**src/rtl/axis_loopback_fifo.sv**
```systemverilog
// Store-and-forward AXI4-Stream packet FIFO that closes the DMA MM2S -> S2MM loopback.
// Only whole packets are released; a packet longer than the FIFO falls back to cut-through.
module axis_loopback_fifo #(
  parameter int DATA_W = 32,
  parameter int ADDR_W = 4
) (
  input  logic                bd_fclk0_125m,
  input  logic                reset_n,
  input  logic                flush,
  input  logic [DATA_W-1:0]   s_tdata,
  input  logic [DATA_W/8-1:0] s_tkeep,
  input  logic                s_tlast,
  input  logic                s_tvalid,
  output logic                s_tready,
  output logic [DATA_W-1:0]   m_tdata,
  output logic [DATA_W/8-1:0] m_tkeep,
  output logic                m_tlast,
  output logic                m_tvalid,
  input  logic                m_tready,
  output logic [ADDR_W:0]     level,
  output logic [31:0]         rx_pkt_cnt,
  output logic [31:0]         tx_pkt_cnt,
  output logic                overflow_cut
);

  localparam int KEEP_W  = DATA_W / 8;
  localparam int ENTRY_W = DATA_W + KEEP_W + 1;
  localparam int DEPTH   = 2 ** ADDR_W;
  localparam logic [ADDR_W:0] FULL_LEVEL = (ADDR_W + 1)'(DEPTH);
  localparam logic [ADDR_W:0] PTR_ONE    = (ADDR_W + 1)'(1);

  typedef enum logic {
    ST_STORE,
    ST_CUT
  } state_t;

  state_t state_q, state_d;

  logic [ENTRY_W-1:0] mem [DEPTH];
  logic [ENTRY_W-1:0] rd_entry;
  logic [ADDR_W:0]    wr_ptr, rd_ptr, pkt_cnt;
  logic               out_of_reset;
  logic               wr_en, rd_en, wr_last, rd_last;

  // s_tready looks only at the registered level, so a full FIFO never takes a beat
  // even when a read frees a slot in the same cycle.
  assign level    = wr_ptr - rd_ptr;
  assign s_tready = out_of_reset && (level != FULL_LEVEL) && !flush;
  assign wr_en    = s_tvalid && s_tready;
  assign wr_last  = wr_en && s_tlast;

  assign rd_entry = mem[rd_ptr[ADDR_W-1:0]];
  assign m_tdata  = rd_entry[ENTRY_W-1 -: DATA_W];
  assign m_tkeep  = rd_entry[KEEP_W:1];
  assign m_tlast  = m_tvalid && rd_entry[0];
  assign m_tvalid = (state_q == ST_CUT) ? (level != '0) : (pkt_cnt != '0);
  assign rd_en    = m_tvalid && m_tready && !flush;
  assign rd_last  = rd_en && m_tlast;

  assign overflow_cut = (state_q == ST_CUT);

  always_ff @(posedge bd_fclk0_125m or negedge reset_n) begin
    if (!reset_n) begin
      out_of_reset <= 1'b0;
    end else begin
      out_of_reset <= 1'b1;
    end
  end

  always_ff @(posedge bd_fclk0_125m) begin
    if (wr_en) begin
      mem[wr_ptr[ADDR_W-1:0]] <= {s_tdata, s_tkeep, s_tlast};
    end
  end

  always_ff @(posedge bd_fclk0_125m or negedge reset_n) begin
    if (!reset_n) begin
      wr_ptr  <= '0;
      rd_ptr  <= '0;
      pkt_cnt <= '0;
    end else if (flush) begin
      wr_ptr  <= '0;
      rd_ptr  <= '0;
      pkt_cnt <= '0;
    end else begin
      if (wr_en) begin
        wr_ptr <= wr_ptr + PTR_ONE;
      end
      if (rd_en) begin
        rd_ptr <= rd_ptr + PTR_ONE;
      end
      case ({wr_last, rd_last})
        2'b10:   pkt_cnt <= pkt_cnt + PTR_ONE;
        2'b01:   pkt_cnt <= pkt_cnt - PTR_ONE;
        default: pkt_cnt <= pkt_cnt;
      endcase
    end
  end

  // Status counters survive flush; only reset clears them.
  always_ff @(posedge bd_fclk0_125m or negedge reset_n) begin
    if (!reset_n) begin
      rx_pkt_cnt <= '0;
      tx_pkt_cnt <= '0;
    end else begin
      if (wr_last) begin
        rx_pkt_cnt <= rx_pkt_cnt + 32'd1;
      end
      if (rd_last) begin
        tx_pkt_cnt <= tx_pkt_cnt + 32'd1;
      end
    end
  end

  always_ff @(posedge bd_fclk0_125m or negedge reset_n) begin
    if (!reset_n) begin
      state_q <= ST_STORE;
    end else begin
      state_q <= state_d;
    end
  end

  // A full FIFO holding no complete packet can only drain by cut-through.
  always_comb begin
    state_d = state_q;
    case (state_q)
      ST_STORE: begin
        if ((level == FULL_LEVEL) && (pkt_cnt == '0)) begin
          state_d = ST_CUT;
        end
      end
      ST_CUT: begin
        if (rd_last) begin
          state_d = ST_STORE;
        end
      end
      default: state_d = ST_STORE;
    endcase
    if (flush) begin
      state_d = ST_STORE;
    end
  end

endmodule
```
**config.mk**
```make
export PLATFORM = sky130hd
export DESIGN_NAME = axis_loopback_fifo
export DESIGN_NICKNAME = d
export VERILOG_FILES = /design/src/rtl/axis_loopback_fifo.sv
export SDC_FILE = /design/constraint.sdc
export NUM_CORES = 1
export LEC_CHECK = 0
export ABC_AREA = 1
export ABC_CLOCK_PERIOD_IN_PS = 4059
export CORE_MARGIN = 3
export CORE_UTILIZATION = 40
export CTS_BUF_LIST = sky130_fd_sc_hd__clkbuf_16
export DETAILED_ROUTE_END_ITERATION = 16
export DONT_BUFFER_PORTS = 1
export GPL_TIMING_DRIVEN = 1
export HOLD_SLACK_MARGIN = 0.05
export PLACE_DENSITY_LB_ADDON = 0.15
export SETUP_SLACK_MARGIN = 0.4
export SYNTH_ARGS = -nofsm -noshare
export SYNTH_HDL_FRONTEND = slang
export SYNTH_SLANG_ARGS = --single-unit
```
**constraint.sdc**
```tcl
create_clock -name bd_fclk0_125m -period 4.06 [get_ports bd_fclk0_125m]
set_input_delay 0.406 -clock bd_fclk0_125m [delete_from_list [all_inputs] [get_ports bd_fclk0_125m]]
set_output_delay 0.406 -clock bd_fclk0_125m [all_outputs]
set_load 0.02 [all_outputs]
```
; Word level (Yosys, flattened, before mapping)
; Memories as Yosys holds them, arrays and structs flattened.
; Index checks and enable logic that the tools add are counted.
[totals]
reg_bits = 81
ram_bits = 592
in_bits = 42
output_inout_bits = 109
elab_cells = 49
mem_count = 1
[mem_list]
columns = memory, depth, word_bits, rd, rd_ports_with_merged_regs, write_ports, line_no
row1 = mem, 16, 37, 1, 0, 1, 39  ; logic [ENTRY_W-1:0] mem [DEPTH];
[op_classes]
addsub = 7
n_eq_ne = 4
mux = 13
bitwise = 1
reduce_logical = 16
[op_table]
columns = op, n
row1 = 32-bit by 1-bit adder with 32-bit output (second input constant), 2
row2 = 5-bit two-way mux, 5
row3 = 5-bit by 1-bit adder with 5-bit output (second input constant), 3
row4 = 5-bit one-hot mux with 2 select lines, 1
row5 = 5-bit nonzero test, 2
row6 = 1-bit logical AND, 9
row7 = 1-bit two-way mux, 6
row8 = 5-bit equality test (second input constant), 1
row9 = 5-bit zero test, 1
row10 = 5-bit inequality test (second input constant), 1
row11 = 5-bit by 1-bit subtractor with 5-bit output (second input constant), 1
row12 = 5-bit subtractor, 1
row13 = 2-bit nonzero test, 2
row14 = 3-bit nonzero test, 1
row15 = 2-bit by 1-bit equality test with 1-bit output (second input constant), 1
row16 = 2-bit equality test (second input constant), 1
row17 = 1-bit one-hot mux with 2 select lines, 1
row18 = 1-bit zero test, 1
row19 = 1-bit NOT, 1

; Depth between registers and ports, before layout
; Gate-level depths: netlist (run 1).
[logic_depth]
ltp_word = 9
ltp_mapped = 23
mapped_depth_nobuf = 23

; Least setup slack after synthesis (run 1)
; No wires, ideal clock.
[synth_timing]
path_type = register -> register
start = reg rd_ptr[1]
end = mem mem[11][0] (netlist bit), enable pin
setup_time_ps = 431
arrival_time_ps = 3908
t_required_ps = 3629
path_slack_ps = -279
path_stages_with_launch = 15
cell_sequence = dfrtp_1 inv_1 clkbuf_1 clkbuf_1 fa_1 inv_1 nand2_1 nor2_1 nand3_1 inv_2 nand2_1 nand3_1 nor2_1 inv_1 nor2_1
[synth_between]
elab_chain_len = 7
[synth_lines]
columns = element, line_no
row1 = from (decl), 41  ; logic [ADDR_W:0] wr_ptr, rd_ptr, pkt_cnt;
row2 = from (signal assigned), 90  ; rd_ptr <= rd_ptr + PTR_ONE;
row3 = 5-bit subtractor, 47  ; assign level = wr_ptr - rd_ptr;
row4 = net level[1], 20  ; output logic [ADDR_W:0] level,
row5 = 5-bit inequality test, 48  ; assign s_tready = out_of_reset && (level != FULL_LEVEL) && !flush;
row6 = 1-bit logical AND (2 in series), 48
row7 = 1-bit logical AND, 49  ; assign wr_en = s_tvalid && s_tready;
row8 = 1-bit two-way mux, 71  ; if (wr_en) begin
row9 = 1-bit two-way mux (not written as such), 72  ; mem[wr_ptr[ADDR_W-1:0]] <= {s_tdata, s_tkeep, s_tlast};
row10 = to (decl), 39
; The timed path passes the listed nets, and every way through them passes these cells.

; Final worst setup path (run 1)
[layout_timing]
start = reg rd_ptr[1]
end = out m_tdata[9]
[layout_between]
elab_chain_len = 1
[layout_lines]
columns = element, line_no
row1 = memory 16 x 37 bit, n/a
row2 = to (decl), 15  ; output logic [DATA_W-1:0] m_tdata,
; Every way passes these cells.

==> key figures, run 1 <==
Run status
  – Status: finished clean

Placed design
  – Gpl congestion: 0.8605
  – Detailed placement HPWL: 40050 um
  – Port Buf Inserts: 0
  – Pre-CTS setup slack: 0.5442 ns

Clock tree
  – Total CTS buffers: 75
  – Clock network latency to the later pin of the worst-skew pair: 0.62 ns
  – Clock Tree Buf Depth: 3
  – Sink Count: 673
  – TritonCTS clock tree: done
  – Post-CTS setup repair buffer count: 0
  – H-Tree Depth: 3
  – Clock transition at the registers of the reported paths: 0.06 ns
  – Root Buffer Master: clkbuf_16

Setup path
  – WP buf/inv: 1
  – Crit-path slowest cell: buf_4
  – Critical Path Max Stage Delay: 0.79 ns
  – Critical path endpoint category: primary output
  – Crit-path leading delay family: buffers and inverters
  – CP Data Arrival Time: 3.09 ns
  – Worst Setup Start Kind: register
  – WS Path Type: register to primary output
  – Largest fanout on the critical path: 94
  – R2R cell count: 21
  – Worst path cell trace: buf_4, o21ai_0, o221ai_1, o211ai_1, nand3_1
  – WP depth: 5
  – Data required, critical path: 3.65 ns

Route
  – DRC errors left: 0
  – Routed via count: 18170
  – Routed Antenna Nets: 0
  – Vias per cell: 5.441
  – 1st-iter DRT viols: 1495
  – Routed WL: 74990 um
  – Drt wl/cell: 22.46 um
  – First-pass detailed-route iteration total: 6

Synthesis
  – Synth area leaders: edfxtp_1 (64%), dfrtp_1 (7.3%), o21ai_0 (5.7%), nor2_1 (5.0%), nand2_1 (4.1%)
  – Mapped Avg Cell Area: 12.07 um^2
  – Synth top area share: 63.88%
  – Synth Instances: 2305
  – Yosys warning count: 0
  – Share of flip-flops with an asynchronous set or reset: 12.04%
  – Net Count, Synth: 2363
  – Post-synthesis cell area: 27830 um^2
  – Synth unique cells: 38
  – Post-synthesis register bit count: 673
  – Yosys top cell by area: edfxtp_1
  – Ys flop type: edfxtp_1
  – Post-synth EDFFs: 592
  – Seq/Total Area, Yosys: 71.17%

Global route
  – First-pass GRT wire length: 113200 um
  – Largest net degree at the start of global routing: 151
  – Initial antenna violation count: 7
  – Remaining Overflow, GRT: 0
  – Vias in the first global route: 18000
  – GRT Util Overall: 20.32%

STA
  – Post-layout min period: 3.496 ns
  – Slew @ Worst Pin: 1.224 ns
  – Final Hold Viols: 0
  – # setup viols final: 0
  – Fmax: 0.2860 GHz
  – Fin Setup TNS: 0 ns
  – Slew HR: 18.38%
  – Period utilization: 86.11%
  – Skew final: 0.02531 ns
  – PnR worst setup slack: 0.5638 ns
  – Unrepaired setup endpoints after global routing: no
  – Count of final max-slew check failures: 0
  – Hold WS: 0.1409 ns

Finish
  – Final net count: 2404
  – Fill cells: 6199
  – Final core occ: 46.53%
  – Commonest non-fill, non-tap cell in the layout: edfxtp_1
  – Layout cells sized above 1: 8.652%
  – Syn-to-layout area delta: 14.87%
  – Most frequent cells in the layout: edfxtp_1 (592), nor2_1 (354), o21ai_0 (315)

Min path
  – WHS Path Cells: 2
  – Hold Crit Class: primary input to register

Die
  – Core area: 68710 um^2
  – Die X: 269.8 um
  – # rows: 96
  – I/O pin total: 151
  – Die Area: 72770 um^2
  – Die H: 269.8 um
  – Starting Density: 40.50%

Power
  – Leak: 0.01108 uW
  – Pwr/cell area: 505.2 nW/um^2
  – IR drop worst, VDD: 0.3686 mV

Flow run
  – Max-cap violations: 0
per-layer routing:
metal	track usage, %	vias to the layer above	part of all wire [%]
met2	33.21	496	48
met4	5.724	10	2.2
li1	-	8414	-
met5	0	-	0.083
met3	4.547	117	5.7
met1	27.39	9131	44
final timing paths:
check | startpoint | to | slack (ns)
hold / removal | s_tvalid | wr_ptr[3] | 0.14
setup reg to reg | rd_ptr[0] | pkt_cnt[4] | 0.64
setup / recovery | rd_ptr[1] | m_tdata[9] | 0.56
min in group asynchronous | reset_n | tx_pkt_cnt[29] | 0.35
max in group asynchronous | reset_n | rd_ptr[0] | 3.33
hold reg to reg | pkt_cnt[4] | pkt_cnt[4] | 0.54
cells by family (layout without fill, tap and decap cells):
| group | after synthesis | after routing | share of synthesized area, % |
|---|---|---|---|
| compound gates | 486 | 486 | 10.04 |
| xor+xnor | 67 | 67 | 2.190 |
| fa+ha+maj | 16 | 16 | 0.7734 |
| buf+inv | 213 | 312 | 3.224 |
| flops | 673 | 673 | 71.17 |
| other cells | 1 | 5 | 0.01348 |
| simple gates | 849 | 849 | 12.59 |
state kept, by name, indices dropped and copies added (netlist names):
name / flops
rx_pkt_cnt: 32
tx_pkt_cnt: 32
pkt_cnt: 5
overflow_cut: 1
rd_ptr: 5
out_of_reset: 1
wr_ptr: 5
mem: 592
power by group:
group          total [uW]  leakage [uW]  internal, uW  switching [uW]
sequential           7950       0.00640          7660             291
combinational        1730       0.00346           473            1260
clock                6470       0.00123          3710            2760
metrics by stage:
step | cells | area (um^2) | total power, uW
after floorplan | 2305 | 27860 | 9166
after global placement | 3158 | 29090 | 9612
after detailed placement | 3158 | 29090 | 9633
after CTS | 3334 | 31930 | 16310
after global routing | 3336 | 31960 | 16830
final | 3339 | 31970 | 16150
worst register-to-register path, cell delays in order, from the launching register on:
cell     delay (ns)
dfrtp_4        0.52
ha_1           0.17
inv_1          0.06
fa_1           0.41
nand3_1        0.11
inv_1          0.04
nor2_1         0.09
nand2_1        0.09
nand2_2        0.08
nor2_1         0.04
nand2_1        0.07
nand3_1        0.15
nor2_2         0.19
nand3_2        0.11
buf_4          0.18
fa_1           0.40
o21ai_1        0.18
xor2_1         0.20
inv_1          0.06
nand3_1        0.07
nand3_1        0.08
nand2_1        0.06
synthesized netlist by cell type (2+ instances only):
cell type	count
a21oi_1	8
buf_1	6
buf_2	20
buf_4	3
buf_6	3
clkbuf_1	93
clkbuf_8	2
dfrtp_1	81
edfxtp_1	592
fa_1	2
ha_1	14
inv_1	80
inv_2	3
nand2_1	307
nand2_2	8
nand3_1	92
nand4_1	19
nand4_2	2
nor2_1	370
nor2_2	6
nor3_1	27
nor4_1	14
o211ai_1	15
o21ai_0	316
o21ai_1	2
o221ai_1	57
o22ai_1	88
xnor2_1	15
xnor2_2	3
xor2_1	49
cell type report:
type / count / area (um^2) / share of cell area, %
Sequential cell: 673 / 19810 / 61.98
Antenna cell: 4 / 10.01 / 0.03131
Multi-Input combinational cell: 1419 / 7246 / 22.67
Timing Repair Buffer: 93 / 1040 / 3.253
Clock buffer: 75 / 1877 / 5.871
Tap cell: 931 / 1165 / 3.644
Inverter: 84 / 330.3 / 1.033
Clock inverter: 60 / 485.5 / 1.519
what timing repair did:
action | CTS | global route
hold buffers | 40 | 0
setup endpoints to repair | 36 | 121
resized for setup | 4 | 3
endpoints found under the hold margin | 675 | 0
gates cloned | 1 | 1
(Power assumes the default switching activity.)
==> run 2, diff against run 1 <==
--- a/config.mk
+++ b/config.mk
@@ -7,14 +7,13 @@
 export LEC_CHECK = 0
 export ABC_AREA = 1
 export ABC_CLOCK_PERIOD_IN_PS = 4059
+export BUFFER_PORTS_ARGS = -buffer_cell sky130_fd_sc_hd__buf_2
 export CORE_MARGIN = 3
 export CORE_UTILIZATION = 40
 export CTS_BUF_LIST = sky130_fd_sc_hd__clkbuf_16
 export DETAILED_ROUTE_END_ITERATION = 16
-export DONT_BUFFER_PORTS = 1
 export GPL_TIMING_DRIVEN = 1
 export HOLD_SLACK_MARGIN = 0.05
-export PLACE_DENSITY_LB_ADDON = 0.15
 export SETUP_SLACK_MARGIN = 0.4
 export SYNTH_ARGS = -nofsm -noshare
 export SYNTH_HDL_FRONTEND = slang
==> key figures, run 2 (synthesis gave the netlist of run 1 again) <==
Run status
  – Status: finished clean

STA
  – Fin Setup TNS: 0 ns (unchanged)
  – Count of final max-slew check failures: 0 (unchanged)
  – Fmax: 0.2820 GHz (-1.4%)
  – Post-layout min period: 3.546 ns (+0.05017 ns)
  – Period utilization: 87.35% (+1.2 points)
  – # setup viols final: 0 (unchanged)
  – Skew final: 0.02582 ns (+0.0005089 ns)
  – Final Hold Viols: 0 (unchanged)
  – Slew HR: 43.09% (+25 points)
  – Slew @ Worst Pin: 0.8537 ns (-0.3706 ns)
  – Unrepaired setup endpoints after global routing: yes

Finish
  – Register Area: 19810 um^2 (unchanged)
  – Commonest non-fill, non-tap cell in the layout: edfxtp_1
  – Syn-to-layout area delta: 15.91%
  – Max reg flops: 592 (unchanged)
  – Fill cells: 6172 (-0.44%)
  – Area of the multi-input gates: 7263 um^2 (+0.24%)
  – Most frequent cells in the layout: edfxtp_1 (592), nor2_1 (354), o21ai_0 (316)
  – Layout cells sized above 1: 13.91% (+5.3 points)
  – Design area: 32250 um^2 (+0.90%)
  – Final net count: 2505 (+4.2%)

Setup path
  – RR Endpoint: pkt_cnt[4]
  – R2R Setup Slk: 0.61 ns (-0.03 ns)
  – R2r startpoint: rd_ptr[0]
  – Data required, critical path: 3.65 ns (about the same)
  – Critical path endpoint category: primary output
  – Worst Setup Start Kind: register
  – WS Path Type: register to primary output
  – CP Launch Point: rd_ptr[2]
  – Largest fanout on the critical path: 57 (-39%)
  – CP Data Arrival Time: 3.14 ns (+0.05 ns)
  – R2R cell count: 22 (+4.8%)

Route
  – 1st-iter DRT viols: 1891 (+26%)
  – Drt wl/cell: 21.44 um (-4.5%)
  – Routed WL: 73640 um (-1.8%)
  – Top sig layer: met5
  – Routed Antenna Nets: 0 (unchanged)
  – DRC errors left: 0 (unchanged)
  – Routed wire length on met3: 4786 um (+11%)
  – Routed via count: 18860 (+3.8%)
  – Met2 WL post-DR: 35100 um (-2.0%)
  – Metal-1 WL: 31730 um (-4.4%)
  – First-pass detailed-route iteration total: 5 (-1)
  – Vias per cell: 5.492 (+0.93%)

Die
  – Die Area: 72770 um^2 (unchanged)
  – Die H: 269.8 um (unchanged)
  – I/O pin total: 151 (unchanged)
  – Core area: 68710 um^2 (unchanged)
  – Die X: 269.8 um (unchanged)
  – # rows: 96 (unchanged)
  – Starting Density: 40.50% (unchanged)

Power
  – Leak: 0.01152 uW (+4.0%)
  – IR drop worst, VDD: 0.4571 mV (+24%)
  – Pwr/cell area: 507.7 nW/um^2 (+0.51%)

Placed design
  – Detailed placement HPWL: 42260 um (+5.5%)
  – DP Area: 29780 um^2 (+2.4%)
  – Gpl congestion: 0.9140 (+6.2%)
  – Port Buf Inserts: 150 (+150)

Global route
  – Initial antenna violation count: 5 (-2)
  – GRT Util Overall: 19.64% (-0.67 points)
  – Remaining Overflow, GRT: 0 (unchanged)
  – Largest net degree at the start of global routing: 166 (+9.9%)
  – First-pass GRT wire length: 111500 um (-1.5%)
  – Vias in the first global route: 18250 (+1.4%)

Min path
  – Hold Crit Class: primary input to register
  – Worst Hold End: mem[12][15]
  – HP Start: s_tdata[10]
  – WHS Path Cells: 1 (-1)

Clock tree
  – Clock Tree Buf Depth: 3 (unchanged)
  – TritonCTS clock tree: done
  – Total CTS buffers: 72 (-4.0%)
  – Clock transition at the registers of the reported paths: 0.06 ns (about the same)
  – Post-CTS setup repair buffer count: 0 (unchanged)
  – Root Buffer Master: clkbuf_16
  – Clock network latency to the later pin of the worst-skew pair: 0.61 ns (about the same)
  – Sink Count: 673 (unchanged)
  – H-Tree Depth: 3 (unchanged)

Flow run
  – Max-cap violations: 0 (unchanged)
==> run 2: changes by cell type in the layout (fill, tap and decap cells not counted), sizes merged, moves of 2 or more <==
cell,previous run,this run
diode,4,1
clkinv,34,27
bufinv,5,9
inv,104,102
buf,52,194
dlygate4sd3,39,2
==> run 2: area by class of cell <==
| class | instances | area share [%] |
|---|---|---|
| diodes | 1 | 0.007758 |
| clock buffers | 74 | 5.741 |
| clock inverters | 55 | 1.653 |
| inverters | 84 | 1.009 |
| multi-input cells | 1419 | 22.52 |
| repair buffers | 197 | 4.034 |
| flip-flops and latches | 673 | 61.43 |
| well taps | 931 | 3.611 |
==> run 2: worst max-delay path by stage <==
stage / slack (ns) / endpoint / depth (start not counted)
floorplan: 0.31 / mem[11][0] / 14
global placement: 0.65 / pkt_cnt[4] / 23
detailed placement: 0.44 / pkt_cnt[4] / 23
CTS: 0.42 / m_tdata[15] / 7
global route: 0.32 / pkt_cnt[4] / 23
finish: 0.51 / m_tdata[22] / 7
==> run 2: layer usage <==
layer | global-route usage [%] | vias up
met5 | 0 | -
met4 | 5.738 | 2
met3 | 3.542 | 128
met2 | 31.96 | 732
met1 | 27.11 | 9394
li1 | - | 8602
==> run 2: stage by stage <==
stage | cells | util, % | setup slack, ns | power (uW) | hold slack (ns)
3_3_place_gp | 3301 | 43.35 | 0.6512 | 9870 | 0.5030
5_1_grt | 3433 | 46.94 | 0.3222 | 17000 | 0.1761
4_1_cts | 3432 | 46.86 | 0.4164 | 16470 | 0.1553
6_report | 3434 | 46.95 | 0.5136 | 16380 | 0.1914
3_5_place_dp | 3301 | 43.35 | 0.4403 | 9906 | 0.5134
2_1_floorplan | 2305 | - | 0.3091 | 9166 | 0.1104
==> run 2: critical path, stage by stage, from the launching register on <==
cell and delay (ns):
dfrtp_2 0.35, buf_4 0.63, nand2_1 0.21, inv_2 0.10, buf_4 0.50, nand2_1 0.16
nand3_1 0.30, buf_2 0.25
==> run 2: repair_timing <==
item / in CTS / in global routing
endpoints found under the setup margin: 20 / 84
cloned: 0 / 1
endpoints found under the hold margin: 64 / 0
gates resized for setup: 2 / 9
pin swaps: 0 / 0
hold buffers: 2 / 0
==> run 2: report_power, final <==
part,total (uW),switching [uW],internal [uW]
clock,6570,2680,3900
sequential,7810,149,7660
combinational,1990,1430,558
total,16400,4260,12100
==> run 3, diff against run 2 <==
--- a/config.mk
+++ b/config.mk
@@ -7,11 +7,11 @@
 export LEC_CHECK = 0
 export ABC_AREA = 1
 export ABC_CLOCK_PERIOD_IN_PS = 4059
-export BUFFER_PORTS_ARGS = -buffer_cell sky130_fd_sc_hd__buf_2
 export CORE_MARGIN = 3
 export CORE_UTILIZATION = 40
 export CTS_BUF_LIST = sky130_fd_sc_hd__clkbuf_16
 export DETAILED_ROUTE_END_ITERATION = 16
+export DONT_BUFFER_PORTS = 1
 export GPL_TIMING_DRIVEN = 1
 export HOLD_SLACK_MARGIN = 0.05
 export SETUP_SLACK_MARGIN = 0.4
==> key figures, run 3 (synthesis gave the netlist of run 1 again) <==
Run status
  – Status: finished clean

Power
  – IR drop worst, VDD: 0.3893 mV (-15%)
  – Total Power: 15970 uW (-2.5%)
  – Pwr/cell area: 500.4 nW/um^2 (-1.4%)
  – Leak: 0.01105 uW (-4.1%)

Clock tree
  – Sink Count: 673 (unchanged)
  – Post-CTS setup repair buffer count: 0 (unchanged)
  – Total CTS buffers: 73 (+1.4%)
  – Clock Tree Buf Depth: 3 (unchanged)
  – Clock transition at the registers of the reported paths: 0.06 ns (about the same)
  – H-Tree Depth: 3 (unchanged)
  – TritonCTS clock tree: done
  – Clock network latency to the later pin of the worst-skew pair: 0.62 ns (about the same)
  – Root Buffer Master: clkbuf_16

Finish
  – Syn-to-layout area delta: 14.69%
  – Commonest non-fill, non-tap cell in the layout: edfxtp_1
  – Max reg flops: 592 (unchanged)
  – Layout cells sized above 1: 8.424% (-5.5 points)
  – Final net count: 2401 (-4.2%)
  – Most frequent cells in the layout: edfxtp_1 (592), nor2_1 (354), o21ai_0 (315)

Global route
  – Initial antenna violation count: 4 (-1)
  – GRT Util Overall: 19.30% (-0.34 points)
  – Remaining Overflow, GRT: 0 (unchanged)
  – Largest net degree at the start of global routing: 194 (+17%)
  – First-pass GRT wire length: 109000 um (-2.2%)
  – Vias in the first global route: 17790 (-2.5%)

STA
  – Post-layout min period: 3.510 ns (-0.03627 ns)
  – Skew final: 0.02191 ns (-0.003913 ns)
  – Count of final max-slew check failures: 0 (unchanged)
  – Unrepaired setup endpoints after global routing: no
  – Fmax: 0.2849 GHz (+1.0%)
  – Fin Setup TNS: 0 ns (unchanged)
  – Slew HR: 24.88% (-18 points)
  – Slew @ Worst Pin: 1.127 ns (+0.2731 ns)
  – Period utilization: 86.46% (-0.89 points)
  – Final Hold Viols: 0 (unchanged)
  – Hold WS: 0.09827 ns (-0.09309 ns)
  – # setup viols final: 0 (unchanged)

Die
  – I/O pin total: 151 (unchanged)
  – Die Area: 72770 um^2 (unchanged)
  – Starting Density: 40.50% (unchanged)
  – Core area: 68710 um^2 (unchanged)
  – Die X: 269.8 um (unchanged)
  – Die H: 269.8 um (unchanged)
  – # rows: 96 (unchanged)

Route
  – Routed Antenna Nets: 0 (unchanged)
  – Drt wl/cell: 21.82 um (+1.8%)
  – 1st-iter DRT viols: 1559 (-18%)
  – DRC errors left: 0 (unchanged)
  – Routed via count: 18210 (-3.5%)
  – Vias per cell: 5.468 (-0.44%)
  – Routed WL: 72670 um (-1.3%)
  – First-pass detailed-route iteration total: 7 (+2)

Setup path
  – Data required, critical path: 3.65 ns (about the same)
  – Worst Setup Start Kind: register
  – CP Data Arrival Time: 3.10 ns (-0.04 ns)
  – Critical Path Max Stage Delay: 0.65 ns (+0.02 ns)
  – WP buf/inv: 3 (-1)
  – WS Path Type: register to primary output
  – Worst path cell trace: buf_4, nand2_1, inv_2, buf_4, nand2_1, nand3_1
  – Critical path endpoint category: primary output
  – Largest fanout on the critical path: 57 (unchanged)
  – Crit-path leading delay family: buffers and inverters
  – Crit-path slowest cell: buf_4

Placed design
  – Detailed placement HPWL: 39450 um (-6.6%)
  – Gpl congestion: 0.8716 (-4.6%)
  – Port Buf Inserts: 0 (-100%)

Min path
  – Hold Crit Class: primary input to register

Flow run
  – Max-cap violations: 0 (unchanged)
==> run 3: cell count changes in the layout (fill, tap and decap cells not counted), moves of 2 or more <==
cell           before  now
bufinv_16           9    3
buf_2             149    0
clkinv_1           13   15
buf_4              30   32
inv_1              90   92
dlygate4sd3_1       2   40
buf_16              1    4
inv_16              1    3
==> run 3: final timing paths <==
kind | slack, ns | to | startpoint | depth (start not counted)
max | 0.55 | m_tdata[22] | rd_ptr[2] | 6
min | 0.1 | wr_ptr[3] | s_tvalid | 2
max reg2reg | 0.68 | pkt_cnt[4] | wr_ptr[0] | 21
max in group asynchronous | 3.31 | rd_ptr[0] | reset_n | 2
min reg2reg | 0.55 | pkt_cnt[4] | pkt_cnt[4] | 2
min in group asynchronous | 0.35 | tx_pkt_cnt[19] | reset_n | 2
==> run 3: worst reg2reg max path, cell delays in order (launching register included) <==
cell,delay (ns)
dfrtp_1,0.42
inv_2,0.12
ha_1,0.15
inv_1,0.07
fa_1,0.41
nand3_1,0.11
inv_1,0.05
nor2_1,0.09
nand2_1,0.08
nand2_2,0.09
nor2_1,0.04
nand2_1,0.08
nand3_2,0.13
nor2_4,0.16
nand3_4,0.16
fa_1,0.45
o21ai_1,0.22
xor2_1,0.23
inv_1,0.07
nand3_1,0.08
nand3_1,0.08
nand2_1,0.06
==> run 3: cell type report <==
type / count / area [um^2]
fillers: 6141 / 36790
flip-flops and latches: 673 / 19810
multi-input cells: 1419 / 7263
clock buffers: 74 / 1852
well taps: 931 / 1165
repair buffers: 92 / 1069
clock inverters: 56 / 416.7
inverters: 84 / 334.1
diodes: 1 / 2.502
==> run 3: stage by stage <==
step / setup WS (ns) / utilization, % / instances / instance area (um^2)
CTS: 0.3834 / 46.37 / 3328 / 31860
floorplan: 0.3091 / - / 2305 / 27860
finish: 0.5499 / 46.45 / 3330 / 31910
detailed placement: 0.4614 / 42.29 / 3155 / 29060
global route: 0.4051 / 46.45 / 3330 / 31910
global placement: 0.6403 / 42.29 / 3155 / 29060
==> run 3: layer usage <==
layer	vias to the layer above	share of wire, %	GRT usage, %
li1	8387	-	-
met1	9091	43	25.83
met2	593	47	31.13
met3	130	7.0	4.778
met4	6	2.6	6.066
met5	-	0.056	0
==> run 3: report_power, final <==
part	internal, uW	switching (uW)	leakage (uW)
clock network	3540	2740	0.00118
logic	482	1260	0.00347
registers	7660	292	0.00640
total	11700	4290	0.0111
==> run 3: what timing repair did <==
action                                 in CTS  in global routing
resized for setup                           8                 12
hold buffers                               41                  0
setup endpoints to repair                  31                 62
endpoints found under the hold margin     676                  0
gates cloned                                2                  1
